### src/rtl/mem_access_unit.sv
// mem_access_unit: data-memory access stage between execute and the data SRAM
// port. Formats store strobes/data and load results, and runs a small
// request/response handshake FSM (IDLE, REQ, WAIT, DONE).
//
// Ports:
//   clk, reset          clock; synchronous active-high reset
//   es_to_ms_bus[102:0] {addr, is_unsigned, mem_we, mem_re, bit_width, wdata, pc}
//   ms_to_es_bus[33:0]  {excp_ale, dcache_ok, mem_result}
//   data_sram_*         request side (req/wr/wstrb/addr/wdata) and response
//                       side (addr_ok/data_ok/rdata) of the memory port
//
// Optional feature: define DMEM_ALE_CHECK_EN to trap misaligned half/word
// accesses with excp_ale instead of issuing them. Without it, misaligned
// accesses are issued with the low address bits cleared to natural alignment.
//
// Latency: best case request+addr_ok in cycle 0, data_ok in cycle 1,
// dcache_ok in cycle 2. The producer holds the request bus stable while
// dcache_ok is low.

module mem_access_unit (
  input  logic         clk,
  input  logic         reset,
  input  logic [102:0] es_to_ms_bus,
  output logic [33:0]  ms_to_es_bus,
  output logic         data_sram_req,
  output logic         data_sram_wr,
  output logic [3:0]   data_sram_wstrb,
  output logic [31:0]  data_sram_addr,
  output logic [31:0]  data_sram_wdata,
  input  logic         data_sram_addr_ok,
  input  logic         data_sram_data_ok,
  input  logic [31:0]  data_sram_rdata
);

  typedef enum logic [1:0] {IDLE, REQ, WAIT, DONE} state_t;

  // Request bus fields
  logic [31:0] req_addr;
  logic        is_unsigned;
  logic        mem_we;
  logic        mem_re;
  logic [3:0]  bit_width;
  logic [31:0] st_wdata;
  logic [31:0] req_pc;

  assign {req_addr, is_unsigned, mem_we, mem_re, bit_width, st_wdata, req_pc} = es_to_ms_bus;

  // Access size decode; any unknown encoding behaves as a word access
  logic is_byte, is_half, is_word, access;
  assign is_byte = (bit_width == 4'b0001);
  assign is_half = (bit_width == 4'b0011);
  assign is_word = !is_byte && !is_half;
  assign access  = mem_we || mem_re;

  logic ale;
`ifdef DMEM_ALE_CHECK_EN
  logic misaligned;
  assign misaligned = (is_half && req_addr[0]) || (is_word && (req_addr[1:0] != 2'b00));
  assign ale        = access && misaligned;
`else
  assign ale        = 1'b0;
`endif

  // Naturally aligned address: with the check enabled only aligned accesses
  // reach the memory, so clearing the low bits is harmless there too.
  logic [31:0] aligned_addr;
  logic [1:0]  off;
  assign aligned_addr = is_word ? {req_addr[31:2], 2'b00} :
                        is_half ? {req_addr[31:1], 1'b0}  : req_addr;
  assign off = aligned_addr[1:0];

  // Store formatting
  logic [3:0]  strb;
  logic [31:0] wdata_rep;
  always_comb begin
    strb      = 4'b0000;
    wdata_rep = st_wdata;
    if (is_byte) begin
      strb      = 4'b0001 << off;
      wdata_rep = {4{st_wdata[7:0]}};
    end else if (is_half) begin
      strb      = 4'b0011 << {off[1], 1'b0};
      wdata_rep = {2{st_wdata[15:0]}};
    end else begin
      strb      = 4'b1111;
      wdata_rep = st_wdata;
    end
    if (!mem_we) strb = 4'b0000;
  end

  // Load formatting: move the addressed lane to bit 0, then extend
  logic [31:0] shifted;
  logic [31:0] load_fmt;
  assign shifted = data_sram_rdata >> {off, 3'b000};
  always_comb begin
    load_fmt = shifted;
    if (is_byte) begin
      load_fmt = is_unsigned ? {24'b0, shifted[7:0]} : {{24{shifted[7]}}, shifted[7:0]};
    end else if (is_half) begin
      load_fmt = is_unsigned ? {16'b0, shifted[15:0]} : {{16{shifted[15]}}, shifted[15:0]};
    end else begin
      load_fmt = data_sram_rdata;
    end
  end

  // State and latched copy of the completed request
  state_t      state_q, state_d;
  logic [31:0] result_q, result_d;
  logic [31:0] pc_q, pc_d;
  logic [31:0] addr_q, addr_d;
  logic        we_q, we_d;
  logic        re_q, re_d;

  // DONE keeps answering only while the producer still shows the same request
  logic done_match;
  assign done_match = ({req_pc, req_addr, mem_we, mem_re} == {pc_q, addr_q, we_q, re_q});

  logic        sram_req;
  logic        dcache_ok;
  logic        excp_ale;
  logic [31:0] mem_result;

  always_comb begin
    state_d    = state_q;
    result_d   = result_q;
    pc_d       = pc_q;
    addr_d     = addr_q;
    we_d       = we_q;
    re_d       = re_q;
    sram_req   = 1'b0;
    dcache_ok  = 1'b0;
    excp_ale   = 1'b0;
    mem_result = 32'b0;
    case (state_q)
      IDLE, DONE: begin
        if (state_q == DONE && done_match) begin
          dcache_ok  = 1'b1;
          mem_result = result_q;
        end else if (!access) begin
          dcache_ok = 1'b1;
          state_d   = IDLE;
        end else if (ale) begin
          dcache_ok = 1'b1;
          excp_ale  = 1'b1;
          state_d   = IDLE;
        end else begin
          // DONE with a changed bus is treated as IDLE in the same cycle
          sram_req = 1'b1;
          state_d  = data_sram_addr_ok ? WAIT : REQ;
        end
      end
      REQ: begin
        sram_req = 1'b1;
        if (data_sram_addr_ok) state_d = WAIT;
      end
      WAIT: begin
        if (data_sram_data_ok) begin
          result_d = mem_we ? 32'b0 : load_fmt;
          pc_d     = req_pc;
          addr_d   = req_addr;
          we_d     = mem_we;
          re_d     = mem_re;
          state_d  = DONE;
        end
      end
      default: state_d = IDLE;
    endcase
  end

  always_ff @(posedge clk) begin
    if (reset) begin
      state_q  <= IDLE;
      result_q <= 32'b0;
      pc_q     <= 32'b0;
      addr_q   <= 32'b0;
      we_q     <= 1'b0;
      re_q     <= 1'b0;
    end else begin
      state_q  <= state_d;
      result_q <= result_d;
      pc_q     <= pc_d;
      addr_q   <= addr_d;
      we_q     <= we_d;
      re_q     <= re_d;
    end
  end

  // The memory shares our reset, so suppressing req during reset is enough
  assign data_sram_req   = sram_req && !reset;
  assign data_sram_wr    = mem_we;
  assign data_sram_wstrb = strb;
  assign data_sram_addr  = aligned_addr;
  assign data_sram_wdata = wdata_rep;
  assign ms_to_es_bus    = {excp_ale, dcache_ok, mem_result};

endmodule

### config.mk
export PLATFORM = sky130hd
export DESIGN_NAME = mem_access_unit
export DESIGN_NICKNAME = d
export VERILOG_FILES = /design/src/rtl/mem_access_unit.sv
export SDC_FILE = /design/constraint.sdc
export NUM_CORES = 1
export LEC_CHECK = 0
export ABC_CLOCK_PERIOD_IN_PS = 3650
export BUFFER_PORTS_ARGS = -buffer_cell sky130_fd_sc_hd__clkbuf_2
export CAP_MARGIN = 20
export CORE_MARGIN = 4
export CORE_UTILIZATION = 54
export CTS_BUF_LIST = sky130_fd_sc_hd__clkbuf_4 sky130_fd_sc_hd__clkbuf_8
export CTS_CLUSTER_SIZE = 10
export DETAILED_ROUTE_END_ITERATION = 6
export PLACE_DENSITY = 0.95
export SLEW_MARGIN = 20
export SYNTH_ARGS = -nofsm -noshare
export SYNTH_HDL_FRONTEND = slang
export SYNTH_SLANG_ARGS = --single-unit
### constraint.sdc
create_clock -name clk -period 3.65 [get_ports clk]
set_input_delay 0.1825 -clock clk [delete_from_list [all_inputs] [get_ports clk]]
set_output_delay 0.1825 -clock clk [all_outputs]
set_load 0.1 [all_outputs]
==> flow_metrics.tcl, run 1 <==
set metrics [dict create \
    outcome "finished clean" \
    drc_errors 0 \
    finalHoldViolCount 0 \
    power_mw 3.09 \
    ant_nets 0 \
    finClkSkew_ns 0.0182 \
    dpl-instance-area_um2 7260 \
    synth_area_leader_cell "dfxtp_1" \
    nets 1092 \
    clk-insertion-delay-late_ns 0.36 \
    cts_tree "built" \
    grt_pass1_vias 5715 \
    max-slew-margin-rel 0.400 \
    yosysMostFrequentCell "nand2_1" \
    final_util 0.717 \
    slew_violations 0 \
    crit_slowest_cell "a2111o_1" \
    final_cells 1091 \
    r2r-start "state_q[0]$_SDFFE_PP0P_" \
    cts-root-buf "clkbuf_8" \
    slowest_delay_ns 0.38 \
    cts_sinks 100 \
    period_needed_ns 2.96 \
    drive_above_1_share 0.310 \
    synthAdderAreaFrac 0.00644 \
    p_leak_nw 3.19 \
    startpoint_type "flip-flop" \
    grt_first_pass_wirelength_mm 27.8 \
    post-cts-setup-buffer-count 0 \
    die_y_um 112 \
    htreeDepth 3 \
    cp_top_family "simple AND/OR/NAND/NOR gates" \
    final_area_um2 7470 \
    ios 243 \
    rows 37 \
    die_w_um 112 \
    layout_setup_ws_ns 0.690 \
    area_growth_pct 28.2 \
    avgSynthCellArea_um2 7.50 \
    synth_mux_area_frac 0.0440 \
    ys_top_cells_by_area "dfxtp_1 (34%), nand2_1 (13%), a21oi_1 (6.5%)" \
    die_area_um2 12500 \
    grtUsageTotal 0.269 \
    clk_path_buf_depth 2 \
    synth_edf_count 0 \
    synth_simple_gate_area_frac 0.257 \
    yosysWarnings 0 \
    synth-compound-area-share 0.187 \
    hold_path_class "in -> reg" \
    path_cells "nor2b_1 -> a2111o_1 -> nor4_1 -> nand4_1 -> nor3_2 -> buf_4 -> and2_1 -> buf_12" \
    gp_congestion 0.946 \
    synth_seq_cells 100 \
    yosys-top-cells-count "nand2_1 (201), dfxtp_1 (100), a21oi_1 (76)" \
    path_class "reg -> out" \
    grt_overflow 0 \
    grt_max_degree 76 \
    synth_xor_area_frac 0.0661 \
    hold_buffers 0 \
    placed_cells 1075 \
    holdWs_ns 0.0564 \
    yosysSeqAreaShare 0.343 \
    routedWlPerCell_um 16.1 \
    antenna_found_initial 0 \
    antennaDiodeCount 0 \
    tightest_slew_ns 0.900 \
    period_share 0.811 \
    vdd_ir_drop_max_uv 305 \
    required_ns 3.47 \
    drt_iter0_drc 506 \
    synth_top_family_by_area "simple AND/OR/NAND/NOR gates" \
    worst_setup_path_end_kind "output pin" \
    cp.arrival_ns 2.78 \
    cts_resized 0 \
    startpoint "pc_q[23]$_SDFFE_PP0P_" \
    cts_buffers 9 \
    initial_utilization 0.560 \
    rsz0062_at_grt "no" \
    ys_types 53 \
    netlist_area_um2 5830 \
    hold_start "es_to_ms_bus[4]" \
    cp_max_fo 32 \
    first_pass_iters 5 \
    core_area_um2 10400 \
    syn_nets 919 \
    yosys.area.top_type_share 0.343 \
    worstPathBufferInverterCount 2 \
    synth_cells 777 \
    power_density_nw_per_um2 414 \
    pre_cts_ws_ns 0.693 \
    finalSetupTns_ns 0 \
    setup_violations 0 \
    routed_wl_mm 17.5 \
    portBuffers 241 \
    async_flop_share 0 \
    cap_viol_max_count 0 \
    clk_pin_slew_worst_paths_ns 0.10 \
    vias 6072 \
    dp_hpwl_mm 13.5 \
    viasPerCell 5.57 \
    fmax_mhz 338 \
    ys.flop_type "dfxtp_1" \
]
cells by family after synthesis:
group / count (synthesis)
other: 1
buffers and inverters: 105
AND/OR/NAND/NOR: 336
XOR/XNOR: 44
adder cells (fa/ha/maj): 3
flip-flops: 100
multiplexers: 22
AO/OA/AOI/OAI: 166
metal layers:
metal | vias to the layer above | share of wire | routed length (um) | track usage
li1 | 2913 | - | - | -
met1 | 2825 | 0.37 | 6560 | 0.315
met2 | 280 | 0.51 | 9000 | 0.481
met3 | 54 | 0.077 | 1360 | 0.0516
met4 | 0 | 0.035 | 621 | 0.109
met5 | - | 0 | 0 | 0
final cells by class:
class	count	area, um2
inverters	19	71.3
fillers	806	2950
repair buffers	248	1740
clock inverters	6	81.3
well taps	136	170
flip-flops and latches	100	2000
clock buffers	10	131
multi-input cells	572	3280
flip-flops by register name (all words and copies together), names as in the netlist:
signal / flops
addr_q: 32
pc_q: 32
re_q: 1
result_q: 32
state_q: 2
we_q: 1
worst min-delay path, delay by kind of cell:
kind / cells / cell delay (ns)
buf+inv: 1 / 0.09
simple gates: 1 / 0.05
compound gates: 1 / 0.05
cells in the final DEF, fill, tap and decap left out, types with 13 or more instances in the layout:
master	count
and2_1	32
nor2_1	42
buf_12	32
o21ai_0	22
dfxtp_1	100
xnor2_1	38
nand2b_1	14
inv_1	17
nor2b_1	13
clkbuf_2	209
nand2_1	200
a21oi_1	76
worst paths after layout:
check	endpoint	slack (ns)	cells past startpoint
max	ms_to_es_bus[3]	0.69	8
min	pc_q[4]$_SDFFE_PP0P_	0.06	3
max reg2reg	result_q[4]$_SDFFE_PP0P_	1.40	7
min reg2reg	result_q[31]$_SDFFE_PP0P_	0.46	2
where the power goes:
part | leakage, nW | internal, mW | total (mW) | switching (mW)
Clock | 0.108 | 0.338 | 0.739 | 0.401
Sequential | 0.812 | 1.19 | 1.26 | 0.0674
Combinational | 2.27 | 0.308 | 1.10 | 0.787
Note: power is estimated with default switching activity, not from simulation.
==> run 2: changes to the inputs <==
--- a/config.mk
+++ b/config.mk
@@ -5,15 +5,15 @@
 export SDC_FILE = /design/constraint.sdc
 export NUM_CORES = 1
 export LEC_CHECK = 0
-export ABC_CLOCK_PERIOD_IN_PS = 3650
+export ABC_CLOCK_PERIOD_IN_PS = 2400
 export BUFFER_PORTS_ARGS = -buffer_cell sky130_fd_sc_hd__clkbuf_2
 export CAP_MARGIN = 20
 export CORE_MARGIN = 4
-export CORE_UTILIZATION = 54
+export CORE_UTILIZATION = 45
 export CTS_BUF_LIST = sky130_fd_sc_hd__clkbuf_4 sky130_fd_sc_hd__clkbuf_8
 export CTS_CLUSTER_SIZE = 10
 export DETAILED_ROUTE_END_ITERATION = 6
-export PLACE_DENSITY = 0.95
+export PLACE_DENSITY = 0.91
 export SLEW_MARGIN = 20
 export SYNTH_ARGS = -nofsm -noshare
 export SYNTH_HDL_FRONTEND = slang
==> constraint.sdc (replaced) <==
create_clock -name clk -period 2.4 [get_ports clk]
set_input_delay 0.12 -clock clk [delete_from_list [all_inputs] [get_ports clk]]
set_output_delay 0.12 -clock clk [all_outputs]
set_load 0.1 [all_outputs]
==> flow_metrics.tcl, run 2 (synthesis results as in run 1) <==
set metrics [dict create \
    outcome "finished, violations left" \
    violations "design-rule violations, negative setup slack" \
    clk_path_buf_depth 2 \
    core_area_um2 12700 \
    worst_setup_path_end_kind "output pin" \
    period_needed_ns 2.69 \
    path_class "reg -> out" \
    max-slew-margin-rel 0.378 \
    required_ns 2.28 \
    cp.arrival_ns 2.57 \
    portBuffers 241 \
    vias 6561 \
    die_area_um2 14800 \
    grt_first_pass_wirelength_mm 31.3 \
    ant_nets 0 \
    htreeDepth 3 \
    clk_pin_slew_worst_paths_ns 0.11 \
    p_int_mw 2.83 \
    p_leak_nw 3.63 \
    initial_utilization 0.460 \
    biggestRegsByFlops "addr_q: 32 flops, pc_q: 32 flops, result_q: 32 flops" \
    final_cell_mix "nand2_1 (200), clkbuf_2 (197), dfxtp_1 (95)" \
    first_pass_iters 7 \
    cts_sinks 100 \
    rows 41 \
    period_share 1.12 \
    routed_wl_mm 20.5 \
    cts_buffers 9 \
    slew_violations 0 \
    die_w_um 122 \
    cap_viol_max_count 0 \
    fmax_mhz 372 \
    gp_congestion 0.898 \
    finalHoldViolCount 0 \
    grt_overflow 0 \
    die_y_um 122 \
    power_density_nw_per_um2 570 \
    routedWlPerCell_um 17.0 \
    crit_slowest_cell "a2111o_1" \
    cp_max_fo 32 \
    cts_tree "built" \
    drive_above_1_share 0.357 \
    slowest_delay_ns 0.46 \
    vdd_ir_drop_max_uv 323 \
    grtUsageTotal 0.263 \
    hold_path_class "in -> reg" \
    whs_path_depth 3 \
    dp_hpwl_mm 13.7 \
    rsz0062_at_grt "yes" \
    crit_cells 8 \
    finClkSkew_ns 0.0108 \
    p_clk_frac 0.212 \
    r2r_cells 9 \
    tightest_slew_ns 0.932 \
    antennaDiodeCount 0 \
    grt_max_degree 67 \
    nets 1166 \
    pwr-share-seq 0.395 \
    grt_pass1_vias 6473 \
    cp_top_family "simple AND/OR/NAND/NOR gates" \
    antenna_found_initial 1 \
    ios 243 \
    drc_errors 2 \
    cts-root-buf "clkbuf_8" \
    placed_cells 1124 \
    setup_violations 34 \
    switching_share 0.419 \
    drt_iter0_drc 650 \
    worstPathBufferInverterCount 2 \
    final_common_cell "nand2_1" \
    startpoint_type "flip-flop" \
    area_growth_pct 46.7 \
    viasPerCell 5.46 \
    switching_power_mw 2.04 \
    final_cells 1201 \
    comb_power_share 0.393 \
    cpMostUsedCell "buf_12" \
    layout_setup_ws_ns -0.288 \
    final_util 0.675 \
    path_cells "nor2b_1 -> a2111o_1 -> nor4_4 -> nand3_2 -> nor3_4 -> buf_12 -> and2_2 -> buf_12" \
    clk-insertion-delay-late_ns 0.39 \
]
## run 2: cell types whose count changed in the layout (fill, tap and decap cells not counted), sizes merged
cell and change:
clkbuf -13, buf +29, bufinv -1, inv +2, dlygate4sd3 +57
## run 2: cell type report
class | instances | area [um2]
Tap cell | 172 | 215
Multi-Input combinational cell | 572 | 3410
Clock inverter | 7 | 56.3
Clock buffer | 9 | 124
Fill cell | 960 | 4120
Sequential cell | 100 | 2010
Inverter | 19 | 72.6
Timing Repair Buffer | 322 | 2660
## run 2: worst reg2reg max path: cells and delay by family, from the launching register on
| family | cells | cell delay [ns] |
|---|---|---|
| AOI/OAI and AO/OA | 3 | 0.82 |
| buffers and inverters | 3 | 0.43 |
| DFF | 1 | 0.35 |
| and+or+nand+nor | 3 | 0.61 |
## run 2: layer usage
layer	vias up	part of all wire	GRT usage
li1	3058	-	-
met1	3004	0.35	0.284
met2	378	0.50	0.460
met3	119	0.084	0.0724
met4	2	0.061	0.153
met5	-	0.00063	0
## run 2: power groups by stage
stage                     Combinational, mW  Sequential (mW)  Clock (mW)
after floorplan                        1.35             1.92           0
after global placement                 1.74             1.94           0
after detailed placement               1.78             1.95           0
after CTS                              1.85             1.91        1.03
after global routing                   2.04             1.94        1.13
final                                  1.92             1.92        1.03
## run 2: final timing paths
| path | to | slack, ns | start |
|---|---|---|---|
| max | ms_to_es_bus[23] | -0.29 | addr_q[19]$_SDFFE_PP0P_ |
| min | addr_q[26]$_SDFFE_PP0P_ | 0.004 | es_to_ms_bus[97] |
| max reg2reg | state_q[1]$_SDFFE_PP0P_ | 0.08 | addr_q[19]$_SDFFE_PP0P_ |
| min reg2reg | result_q[21]$_SDFFE_PP0P_ | 0.45 | result_q[21]$_SDFFE_PP0P_ |
## run 2: repair_timing
item / 4_1_cts / 5_1_grt
setup buffers: 1 / 4
pin swaps: 3 / 12
setup endpoints to repair: 34 / 34
hold buffers: 55 / 2
resized for setup: 3 / 14
endpoints found under the hold margin: 55 / 2
## run 2: metrics by stage
step / hold slack (ns) / power [mW] / TNS [ns] / cell area [um2] / worst slack [ns]
after global placement: 0.366 / 3.68 / 0 / 7690 / 0.188
final: 0.00376 / 4.87 / -9.17 / 8550 / -0.288
after global routing: 0.00524 / 5.10 / -12.82 / 8550 / -0.395
after CTS: 0.00112 / 4.79 / -8.76 / 8440 / -0.275
after detailed placement: 0.374 / 3.72 / 0 / 7690 / 0.126
after floorplan: 0.256 / 3.27 / -2.70 / 5900 / -0.665
==> run 3: changes to the inputs <==
--- a/config.mk
+++ b/config.mk
@@ -13,6 +13,7 @@
 export CTS_BUF_LIST = sky130_fd_sc_hd__clkbuf_4 sky130_fd_sc_hd__clkbuf_8
 export CTS_CLUSTER_SIZE = 10
 export DETAILED_ROUTE_END_ITERATION = 6
+export GPL_TIMING_DRIVEN = 0
 export PLACE_DENSITY = 0.91
 export SLEW_MARGIN = 20
 export SYNTH_ARGS = -nofsm -noshare
==> flow_metrics.tcl, run 3 (synthesis results as in run 1) <==
set metrics [dict create \
    rsz0062_at_grt "yes" \
    grt_pass1_vias 6923 \
    grt_first_pass_wirelength_mm 34.8 \
    final_cells 1268 \
    finalHoldViolCount 0 \
    ant_nets 0 \
    worst_setup_path_end_kind "output pin" \
    rows 41 \
    grt_overflow 0 \
    antenna_found_initial 0 \
    max-slew-margin-rel 0.470 \
    switching_share 0.429 \
    htreeDepth 3 \
    grtUsageTotal 0.296 \
    outcome "finished, violations left" \
    final_common_cell "clkbuf_2" \
    period_share 1.14 \
    die_y_um 122 \
    initial_utilization 0.460 \
    area_growth_pct 54.3 \
    vias 7051 \
    grt_max_degree 19 \
    pwr-share-seq 0.388 \
    cts-root-buf "clkbuf_8" \
    hold_path_class "in -> reg" \
    cp.arrival_ns 2.62 \
    fmax_mhz 365 \
    violations "design-rule violations, negative setup slack" \
    power_density_nw_per_um2 551 \
    drive_above_1_share 0.373 \
    routed_wl_mm 22.9 \
    drc_errors 2 \
    routedWlPerCell_um 18.1 \
    r2r_cells 8 \
    final_cell_mix "clkbuf_2 (212), nand2_1 (201), dfxtp_1 (94)" \
    slew_violations 0 \
    vdd_ir_drop_max_uv 361 \
    comb_power_share 0.398 \
    cts_tree "built" \
    p_int_mw 2.83 \
    period_needed_ns 2.74 \
    ios 243 \
    biggestRegsByFlops "addr_q: 32 flops, pc_q: 32 flops, result_q: 32 flops" \
    switching_power_mw 2.12 \
    final_util 0.709 \
    placed_cells 1189 \
    cts_buffers 9 \
    startpoint_type "flip-flop" \
    tightest_slew_ns 0.794 \
    drt_iter0_drc 807 \
    p_leak_nw 3.89 \
    setup_violations 34 \
    core_area_um2 12700 \
    pre_cts_ws_ns -0.714 \
    clk_path_buf_depth 2 \
    path_class "reg -> out" \
    finClkSkew_ns 0.0165 \
    clk_pin_slew_worst_paths_ns 0.11 \
    whs_path_depth 3 \
    portBuffers 240 \
    nets 1232 \
    die_w_um 122 \
    gp_congestion 0.919 \
    cp_max_fo 5 \
    cap_viol_max_count 0 \
    layout_setup_ws_ns -0.342 \
    dp_hpwl_mm 14.9 \
    clk-insertion-delay-late_ns 0.39 \
    viasPerCell 5.56 \
    first_pass_iters 7 \
    die_area_um2 14800 \
    cts_sinks 100 \
    p_clk_frac 0.213 \
    required_ns 2.28 \
]
-- run 3: changes by cell type in the layout (fill, tap and decap cells not counted), moves of 26 or more --
| cell | delta |
|---|---|
| and2_2 | -32 |
| buf_12 | -47 |
| clkbuf_1 | +29 |
| buf_4 | +26 |
| and2_4 | +31 |
| clkbuf_16 | +33 |
-- run 3: final cells by class --
cell class                 instances  area [um2]
inverter                          19        72.6
tap                              172         215
buffer                            85         519
clock inverter                     7        58.8
multi-input combinational        572        3480
timing repair buffer             303        2510
fill                             871        3680
sequential                       100        2010
clock buffer                       9         124
antenna                            1        2.50
-- run 3: critical path, stage by stage, from the launching register on --
cell and delay, ns:
dfxtp_2 0.35, nor2b_4 0.12, a2111o_1 0.42, nor4_4 0.29, nand3_2 0.16, nor3_4 0.25
buf_6 0.18, buf_8 0.12, and2_4 0.15, clkbuf_16 0.19
-- run 3: metal layers --
metal,wire (um),GRT usage
met5,0,0
met4,1230,0.144
met3,2200,0.0761
met2,11200,0.510
met1,8260,0.340
-- run 3: worst paths after layout --
| path | from | to | slack [ns] |
|---|---|---|---|
| worst min register to register | result_q[31]$_SDFFE_PP0P_ | result_q[31]$_SDFFE_PP0P_ | 0.47 |
| worst max-delay path | pc_q[5]$_SDFFE_PP0P_ | ms_to_es_bus[3] | -0.34 |
| worst max register to register | state_q[0]$_SDFFE_PP0P_ | result_q[19]$_SDFFE_PP0P_ | 0.10 |
| worst min-delay path | data_sram_rdata[21] | result_q[21]$_SDFFE_PP0P_ | 0.004 |
-- run 3: through the flow --
| stage | instance area [um2] | total power, mW | hold WS (ns) | TNS [ns] |
|---|---|---|---|---|
| after floorplan | 5900 | 3.27 | 0.256 | -2.70 |
| after global placement | 7310 | 3.68 | 0.363 | -21.55 |
| after detailed placement | 7310 | 3.72 | 0.372 | -21.52 |
| after CTS | 8880 | 4.85 | 0.000441 | -7.92 |
| after global routing | 8990 | 5.17 | 0.0101 | -13.53 |
| final | 8990 | 4.95 | 0.00386 | -10.37 |
-- run 3: power groups by stage --
stage	clock [mW]	combinational [mW]	sequential, mW
finish	1.06	1.97	1.92
CTS	1.05	1.89	1.91
floorplan	0	1.35	1.92
global route	1.13	2.10	1.94
global placement	0	1.75	1.93
detailed placement	0	1.78	1.94
-- run 3: what timing repair did --
| item | in CTS | in global routing |
|---|---|---|
| buffers inserted | 8 | 2 |
| hold buffers | 48 | 2 |
| endpoints found under the setup margin | 34 | 90 |
| hold endpoints to repair | 48 | 2 |
| pin swaps | 36 | 8 |
| resized for setup | 154 | 32 |
| gates cloned | 3 | 0 |
